`src/rtl/prbs_gen.sv`:
```
// Parallel 8-bit PRBS word generator with idle preamble for LVDS link self-test.
// Optional error injection enabled by defining PRBS_GEN_ERR_INJ_EN.
module prbs_gen #(
  parameter logic [7:0] IDLE_WORD    = 8'h00,
  parameter int         PREAMBLE_LEN = 16,
  parameter int         CNT_W        = 32
) (
  input  logic             clk,
  input  logic             rstn,
  input  logic             testen,
  input  logic             inject_err,
  output logic [7:0]       data,
  output logic             running,
  output logic [CNT_W-1:0] word_cnt
);

  typedef enum logic [1:0] {
    S_IDLE,
    S_PRE,
    S_RUN
  } state_t;

  localparam logic [7:0] SEED = 8'h08;
  localparam logic [15:0] PRE_LAST =
    (PREAMBLE_LEN > 0) ? 16'(PREAMBLE_LEN - 1) : 16'd0;

  state_t           state_q, state_d;
  logic             sync1_q, sync2_q;
  logic [15:0]      pre_q, pre_d;
  logic [7:0]       lfsr_q, lfsr_d;
  logic [7:0]       data_q, data_d;
  logic             run_q, run_d;
  logic [CNT_W-1:0] cnt_q, cnt_d;
  logic             inj;

`ifdef PRBS_GEN_ERR_INJ_EN
  assign inj = inject_err;
`else
  logic unused_inject;
  assign unused_inject = inject_err;
  assign inj = 1'b0;
`endif

  always_ff @(posedge clk or negedge rstn) begin
    if (!rstn) begin
      sync1_q <= 1'b0;
      sync2_q <= 1'b0;
    end else begin
      sync1_q <= testen;
      sync2_q <= sync1_q;
    end
  end

  always_comb begin
    state_d = state_q;
    pre_d   = pre_q;
    lfsr_d  = SEED;
    data_d  = IDLE_WORD;
    run_d   = 1'b0;
    cnt_d   = cnt_q;
    if (!sync2_q) begin
      state_d = S_IDLE;
    end else begin
      unique case (state_q)
        S_IDLE: begin
          cnt_d   = '0;
          pre_d   = '0;
          state_d = (PREAMBLE_LEN == 0) ? S_RUN : S_PRE;
        end
        S_PRE: begin
          pre_d = pre_q + 16'd1;
          if (pre_q == PRE_LAST)
            state_d = S_RUN;
        end
        S_RUN: begin
          // bit0 flip touches only the output word, never the LFSR
          data_d = lfsr_q ^ {7'b0, inj};
          run_d  = 1'b1;
          lfsr_d = {lfsr_q[1] ^ lfsr_q[3],
                    lfsr_q[7] ^ lfsr_q[1] ^ lfsr_q[2],
                    lfsr_q[6] ^ lfsr_q[7],
                    lfsr_q[5] ^ lfsr_q[6],
                    lfsr_q[4] ^ lfsr_q[5],
                    lfsr_q[3] ^ lfsr_q[4],
                    lfsr_q[2] ^ lfsr_q[3],
                    lfsr_q[1] ^ lfsr_q[2]};
          if (~&cnt_q)
            cnt_d = cnt_q + CNT_W'(1);
        end
        default: state_d = S_IDLE;
      endcase
    end
  end

  always_ff @(posedge clk or negedge rstn) begin
    if (!rstn) begin
      state_q <= S_IDLE;
      pre_q   <= '0;
      lfsr_q  <= SEED;
      data_q  <= IDLE_WORD;
      run_q   <= 1'b0;
      cnt_q   <= '0;
    end else begin
      state_q <= state_d;
      pre_q   <= pre_d;
      lfsr_q  <= lfsr_d;
      data_q  <= data_d;
      run_q   <= run_d;
      cnt_q   <= cnt_d;
    end
  end

  assign data     = data_q;
  assign running  = run_q;
  assign word_cnt = cnt_q;

endmodule

```
`config.mk`:
```
export PLATFORM = sky130hd
export DESIGN_NAME = prbs_gen
export DESIGN_NICKNAME = d
export VERILOG_FILES = /design/src/rtl/prbs_gen.sv
export SDC_FILE = /design/constraint.sdc
export NUM_CORES = 1
export LEC_CHECK = 0
export CAP_MARGIN = 20
export CORE_ASPECT_RATIO = 1.25
export CORE_MARGIN = 4
export CORE_UTILIZATION = 50
export DETAILED_ROUTE_END_ITERATION = 10
export DONT_BUFFER_PORTS = 1
export GPL_TIMING_DRIVEN = 1
export PLACE_DENSITY_LB_ADDON = 0.12
export SETUP_SLACK_MARGIN = 0.1
export SLEW_MARGIN = 30
export SYNTH_ARGS = -nofsm -noshare
export SYNTH_HDL_FRONTEND = slang
export SYNTH_SLANG_ARGS = --single-unit
export TNS_END_PERCENT = 30
```
`constraint.sdc`:
```
create_clock -name clk -period 2 [get_ports clk]
set_input_delay 0.3 -clock clk [delete_from_list [all_inputs] [get_ports clk]]
set_output_delay 0.3 -clock clk [all_outputs]
set_load 0.02 [all_outputs]
```
# Yosys cells after proc, flatten, opt, wreduce, memory -nomap -nowiden
# Index checks and enable logic that the tools add are counted.
[word_totals] word_cells=44 register_bits=69 out_inout_bits=41
[classes] muxes=12 n_eq_ne=6 reduce_logical=7 bitwise=9 n_addsub=2
[op_table] cell="case mux 32 bit (2 select lines)" n=1
[op_table] cell="adder 32 x 1 -> 32 bit, second input constant" n=1
[op_table] cell="2-to-1 mux 32 bit" n=1
[op_table] cell="2-to-1 mux 8 bit" n=4
[op_table] cell="case mux 16 bit (2 select lines)" n=1
[op_table] cell="AND reduction 32 bit" n=1
[op_table] cell="adder 16 x 1 -> 16 bit, second input constant" n=1
[op_table] cell="equality test 16 x 4 -> 1 bit, second input constant" n=1
[op_table] cell="XOR 1 bit" n=9
[op_table] cell="case mux 2 bit (3 select lines)" n=1
[op_table] cell="2-to-1 mux 2 bit" n=2
[op_table] cell="inequality test 2 bit, second input constant" n=2
[op_table] cell="AND reduction 2 bit" n=2
[op_table] cell="nonzero test 2 bit" n=2
[op_table] cell="inequality test 3 bit, second input constant" n=1
[op_table] cell="AND reduction 3 bit" n=1
[op_table] cell="equality test 2 x 1 -> 1 bit, second input constant" n=1
[op_table] cell="equality test 2 bit, second input constant" n=1
[op_table] cell="zero test 2 bit" n=1
[op_table] cell="2-to-1 mux 1 bit" n=2

# Logic depth before layout (Yosys ltp)
# Gate-level depths: netlist of the first run.
[logic_depth] ltp_word=4 ltp_mapped=7 mapped_depth_nobuf=6

# Worst setup path before layout of the first run
# Ideal clock, no wire load.
[synth_path] path_type="reg-to-reg" startpoint="register cnt_q[0] (netlist: word_cnt[0])" endpoint="register cnt_q[28] (netlist: word_cnt[28])" t_arrival_ns=1.879 stages_incl_launch_ff=8 n_path_buf=1 slack_ns=-0.011 setup_time_ns=0.132 path_cell_list="dfrtp_1 -> ha_1 -> nand3_1 -> nor4_4 -> buf_6 -> nand2_2 -> o311ai_1 -> o21ai_1"
[synth_between] elab_chain_len=3
[synth_rtl] item="start, declared" line_no="33" source="logic [CNT_W-1:0] cnt_q, cnt_d;"
[synth_rtl] item="start signal, assigned" line_no="109" source="cnt_q <= cnt_d;"
[synth_rtl] item="adder 32 x 1 -> 32 bit / AND reduction 32 bit (equally long branches)" line_no="88, 87"
[synth_rtl] item="2-to-1 mux 32 bit / inequality test 2 bit (equally long branches)"
[synth_rtl] item="case mux 32 bit (2 select lines) / AND reduction 3 bit (equally long branches)"
# Several ways; a longest one is shown, not always the timed one. The select of a mux whose other input is x is not followed.
# A chain may end at the register's enable or synchronous reset.

# Worst setup path after layout of the first run
[layout_path] startpoint="register cnt_q[11] (netlist: word_cnt[11])" endpoint="register cnt_q[30] (netlist: word_cnt[30])"
# Same word-level chain as after synthesis.

==> impl_metrics.json, run 1 <==
{
  "status": "finished clean",
  "post-route-util_pct": 62.77,
  "fp-row-count": 33,
  "via_per_inst": 5.828,
  "rsz0062_at_grt": "true",
  "hp-class": "flip-flop to flip-flop",
  "fp.dieW_um": 81.86,
  "numCtsBuffers": 9,
  "final_layout_size_suffix_gt1_share_pct": 21.53,
  "end_kind": "flip-flop",
  "period_share_pct": 92.01,
  "ys_types": 46,
  "tightest_slew_ns": 0.4512,
  "wirelength_um": 8346,
  "cellPowerDensity_nw_per_um2": 640.7,
  "diodes": 0,
  "synthArstFlopShare_pct": 100.0,
  "drt_iter0_markers": 129,
  "regArea_sq_um": 1730,
  "ys_top_cells_by_area": "dfrtp_1 (50%), o21ai_0 (5.4%), nand2_1 (4.2%)",
  "required_ns": 2.28,
  "cts_root_buffer": "clkbuf_8",
  "p_leak_nw": 1.920,
  "p_total_mw": 2.657,
  "fin_hold_ws_ns": 0.3549,
  "seq_area_frac_synth_pct": 50.68,
  "grt_max_degree": 70,
  "final_cells": 505,
  "path_class": "flip-flop to flip-flop",
  "drt_pass1_iterations": 4,
  "ir_worst_vdd_mv": 0.3742,
  "fill_cells": 584,
  "ant_nets": 0,
  "cts_sinks": 69,
  "clk_path_buf_depth": 2,
  "r2r_cells": 6,
  "synth_edf_count": 0,
  "hold_viol": 0,
  "synth_ff_type": "dfrtp_1",
  "hpwlAfterDp_um": 5684,
  "die-area_sq_um": 8213,
  "cts_tree": "done",
  "path_max_fanout": 4,
  "drc": 0,
  "avgSynthCellArea_sq_um": 9.393,
  "max-cap-violations": 0,
  "dp_cells": 483,
  "grt_pass1_vias": 2807,
  "htree_num_levels": 3,
  "critPathSlowestCell": "nor4_4",
  "clkLatencyLatePin_ns": 0.36,
  "start_kind": "flip-flop",
  "route.vias.total": 2943,
  "synth_top_area_share_pct": 49.91,
  "antenna_found_initial": 0,
  "core_sq_um": 6606,
  "hold_depth": 0,
  "yosysTopAreaCell": "dfrtp_1",
  "multi_input_area_sq_um": 1630,
  "overflow": 0,
  "synth_warnings": 0,
  "path_clk_slew_ns": 0.09,
  "setup_viol": 0,
  "gp_congestion": 0.8591,
  "syn_to_final_growth_pct": 21.61,
  "cp_common_cell": "nand4_1",
  "track_usage_pct": 21.84,
  "slew_viol_final": 0,
  "fin_nets": 419,
  "cp_slowest_stage_delay_ns": 0.41,
  "ios": 45,
  "ys_ff_latch": 69,
  "max_freq_mhz": 543.4,
  "syn-cell-area_sq_um": 3410,
  "post-route-min-period_ns": 1.840,
  "start_util_pct": 51.61,
  "fin_skew_ns": 0.01602,
  "die_y_um": 100.3,
  "final.setup.tns_ns": 0,
  "portBuffers": 0,
  "grt_pass1_wl_um": 13810,
  "netlist_instances": 363,
  "wl_per_cell_um": 16.53,
  "worstPathArrival_ns": 2.12,
  "synth_nets": 369,
  "worstPathCellList": "nand4_1, nor4_4, buf_4, nand4_1, or3_1, o21ai_1",
  "relSlewSlack_pct": 69.81
}
[layout by cell type (no fill, tap or decap), drive strengths merged, types with 3 or more instances in the layout]
cell type,instances
a21o,3
a21oi,11
a31oi,5
and2,6
and3,17
and4,3
buf,56
clkbuf,9
dfrtp,68
inv,10
nand2,39
nand3,27
nand4,23
nor2,34
nor3,7
nor4,4
o21ai,40
o311ai,5
o31ai,14
xnor2,7
xor2,7
[per-stage QoR]
step	setup WS, ns	instance area [sq um]
finish	0.1597	4146
global placement	0.04136	3827
floorplan	0.1029	3412
global route	0.06689	4146
detailed placement	-0.003046	3827
CTS	0.1005	4113
[power breakdown]
group	total, mW	switching (mW)	internal [mW]
clock network	1.13	0.634	0.494
logic	0.102	0.0704	0.0316
registers	1.43	0.0182	1.41
total	2.66	0.723	1.93
[logic make-up after synthesis]
kind of cell,synth area share [%]
and+or+nand+nor,26.39
DFF,50.68
AOI/OAI and AO/OA,15.16
xor gates and xnor gates,3.596
adders and majority gates,0.7338
buffers and inverters,3.156
muxes,0.2936
[cell usage after synthesis (5+ instances only)]
| cell type | count |
|---|---|
| xor2_1 | 7 |
| buf_2 | 8 |
| o21ai_0 | 37 |
| a21oi_1 | 11 |
| o31ai_1 | 14 |
| nand3_1 | 27 |
| dfrtp_1 | 68 |
| nand4_1 | 22 |
| nor2_1 | 34 |
| xnor2_1 | 7 |
| clkbuf_1 | 9 |
| a31oi_1 | 5 |
| nor3_1 | 6 |
| and3_1 | 17 |
| and2_1 | 5 |
| nand2_1 | 38 |
[final timing paths]
kind / start / to / slack (ns)
max: word_cnt[11]$_DFFE_PN0P_ / word_cnt[30]$_DFFE_PN0P_ / 0.16
min: sync1_q$_DFF_PN0_ / sync2_q$_DFF_PN0_ / 0.35
max reg2reg: word_cnt[11]$_DFFE_PN0P_ / word_cnt[30]$_DFFE_PN0P_ / 0.16
min reg2reg: sync1_q$_DFF_PN0_ / sync2_q$_DFF_PN0_ / 0.35
max in group asynchronous: rstn / lfsr_q[3]$_DFF_PN1_ / 1.18
min in group asynchronous: rstn / lfsr_q[6]$_DFF_PN0_ / 0.47
[routing by layer]
| metal | global-route usage, % | share of wire [%] |
|---|---|---|
| met5 | 0 | 0 |
| met2 | 36.03 | 51 |
| met1 | 27.47 | 43 |
| met4 | 7.928 | 1.7 |
| met3 | 5.386 | 4.7 |
[cell type report]
type	count	share of cell area [%]
Inverter	3	0.2716
Sequential cell	69	41.73
Tap cell	87	2.625
Clock buffer	9	2.987
Multi-Input combinational cell	272	39.32
Timing Repair Buffer	58	11.41
Clock inverter	7	1.660
[critical path, delay by kind of cell (launching register included)]
family / cells / cell delay, ns
flip-flops: 1 / 0.38
AO/OA/AOI/OAI: 1 / 0.08
AND/OR/NAND/NOR: 4 / 1.11
buffers and inverters: 1 / 0.20
[flip-flops by register name, summed over array words and instances (netlist names)]
signal and flops:
word_cnt 32, pre_q 16, data 8, lfsr_q 8
state_q 2, running 1, sync1_q 1, sync2_q 1
[what timing repair did]
item / in CTS / in global routing
resized for setup: 6 / 7
gates cloned: 0 / 0
hold buffers: 3 / 0
endpoints found under the setup margin: 27 / 31
pin swaps: 2 / 3
buffers inserted: 2 / 1
endpoints found under the hold margin: 70 / 0
Note: power is estimated with default switching activity, not from simulation.
==> run 2, diff against run 1 <==
--- a/config.mk
+++ b/config.mk
@@ -5,10 +5,10 @@
 export SDC_FILE = /design/constraint.sdc
 export NUM_CORES = 1
 export LEC_CHECK = 0
-export CAP_MARGIN = 20
-export CORE_ASPECT_RATIO = 1.25
+export CORE_ASPECT_RATIO = 1.2
 export CORE_MARGIN = 4
 export CORE_UTILIZATION = 50
+export CTS_CLUSTER_SIZE = 40
 export DETAILED_ROUTE_END_ITERATION = 10
 export DONT_BUFFER_PORTS = 1
 export GPL_TIMING_DRIVEN = 1
==> impl_metrics.json, run 2 (same netlist as run 1, synthesis figures left out) <==
{
  "setup_viol": 0,
  "grt_util_met2_pct": 38.09,
  "holdPathEnd": "sync2_q$_DFF_PN0_",
  "numCtsBuffers": 9,
  "hpwlAfterDp_um": 5901,
  "diodes": 0,
  "portBuffers": 0,
  "htree_num_levels": 3,
  "postPlaceCellArea_sq_um": 3835,
  "path_clk_slew_ns": 0.08,
  "final_cells": 505,
  "hp-class": "flip-flop to flip-flop",
  "drt_iter0_markers": 186,
  "fin_nets": 421,
  "fin_hold_ws_ns": 0.3555,
  "end_kind": "flip-flop",
  "syn_to_final_growth_pct": 22.24,
  "cts_tree": "done",
  "regArea_sq_um": 1730,
  "via_per_inst": 5.915,
  "cellPowerDensity_nw_per_um2": 670.6,
  "hold_viol": 0,
  "ir_worst_vdd_mv": 0.3545,
  "multi_input_area_sq_um": 1617,
  "start_util_pct": 52.24,
  "slew_viol_final": 0,
  "busiest_layer": "met2",
  "cts_root_buffer": "clkbuf_8",
  "max-cap-violations": 0,
  "p_leak_nw": 1.924,
  "largest_reg_flops": 32,
  "final_common_cell": "dfrtp_1",
  "tightest_slew_ns": 0.4865,
  "r2r_cells": 6,
  "post-route-util_pct": 63.86,
  "die-area_sq_um": 8210,
  "antenna_found_initial": 0,
  "fp-row-count": 32,
  "use_met1_pct": 25.11,
  "p_total_mw": 2.795,
  "clk_path_buf_depth": 2,
  "status": "finished clean",
  "start_kind": "flip-flop",
  "fp.dieW_um": 83.38,
  "final_layout_size_suffix_gt1_share_pct": 20.95,
  "track_usage_pct": 21.59,
  "mostFrequentLayoutCells": "dfrtp_1 (66), buf_4 (54), nand2_1 (37)",
  "path_max_fanout": 7,
  "stdcell_area_sq_um": 4168,
  "core_sq_um": 6526,
  "rsz0062_at_grt": "true",
  "rrSetupSlack_ns": 0.20,
  "hold_path.startpoint": "sync1_q$_DFF_PN0_",
  "die_y_um": 98.46,
  "max_freq_mhz": 554.4,
  "clkLatencyLatePin_ns": 0.35,
  "route.vias.total": 2987,
  "post-place-ws_ns": 0.08704,
  "ant_nets": 0,
  "overflow": 0,
  "grt_max_degree": 70,
  "met3_usage_pct": 4.849,
  "ios": 45,
  "relSlewSlack_pct": 67.45,
  "required_ns": 2.28,
  "cts_sinks": 69,
  "grt_pass1_vias": 3000,
  "grt_pass1_wl_um": 14320,
  "fin_skew_ns": 0.006537,
  "r2r_start": "word_cnt[2]$_DFFE_PN0P_",
  "worstPathArrival_ns": 2.09,
  "wl_per_cell_um": 16.98,
  "timing.final.ws_setup_ns": 0.1962,
  "post-route-min-period_ns": 1.804,
  "drc": 0,
  "period_share_pct": 90.19,
  "final.setup.tns_ns": 0,
  "fill_cells": 547,
  "wirelength_um": 8574,
  "gp_congestion": 0.8459,
  "rr_endpoint": "word_cnt[31]$_DFFE_PN0P_",
  "path_class": "flip-flop to flip-flop",
  "dp_cells": 484,
  "drt_pass1_iterations": 4,
  "hold_depth": 0
}
run 2: power breakdown:
part | total [mW] | internal, mW | switching (mW) | leakage, nW
Sequential | 1.43 | 1.41 | 0.0186 | 0.947
Combinational | 0.103 | 0.0327 | 0.0703 | 0.874
Clock | 1.26 | 0.702 | 0.562 | 0.102
Total | 2.80 | 2.14 | 0.651 | 1.92
run 2: worst max path at each step:
stage | depth (start not counted) | startpoint | end | slack, ns
final | 6 | word_cnt[2]$_DFFE_PN0P_ | word_cnt[31]$_DFFE_PN0P_ | 0.20
after global routing | 6 | word_cnt[2]$_DFFE_PN0P_ | word_cnt[21]$_DFFE_PN0P_ | 0.05
after CTS | 6 | word_cnt[0]$_DFFE_PN0P_ | word_cnt[15]$_DFFE_PN0P_ | 0.10
after detailed placement | 6 | word_cnt[12]$_DFFE_PN0P_ | word_cnt[25]$_DFFE_PN0P_ | 0.09
after global placement | 6 | word_cnt[15]$_DFFE_PN0P_ | word_cnt[25]$_DFFE_PN0P_ | 0.12
after floorplan | 6 | word_cnt[17]$_DFFE_PN0P_ | word_cnt[14]$_DFFE_PN0P_ | 0.10
run 2: cell type report:
type                            count  share of cell area (%)
Sequential cell                    69                   41.52
Clock inverter                      6                   2.131
Tap cell                           85                   2.552
Multi-Input combinational cell    272                   38.79
Clock buffer                       10                   3.062
Inverter                            3                  0.2702
Timing Repair Buffer               60                   11.68
run 2: critical path, cell delays in order, from the launching register on:
cell     delay, ns
dfrtp_1       0.40
buf_4         0.20
nand4_1       0.17
nor3_4        0.27
nand3_1       0.17
or4_1         0.43
nand3_1       0.09
run 2: timing repair:
action	CTS	global route
hold buffers	1	2
setup buffers	0	2
pin swaps	0	2
setup endpoints to repair	9	26
resized for setup	1	13
hold endpoints to repair	70	69
run 2: per-layer routing:
metal / up-vias / share of wire (%)
met5: - / 0
met4: 0 / 2.4
met3: 18 / 5.5
met2: 77 / 50
met1: 1454 / 42
li1: 1438 / -
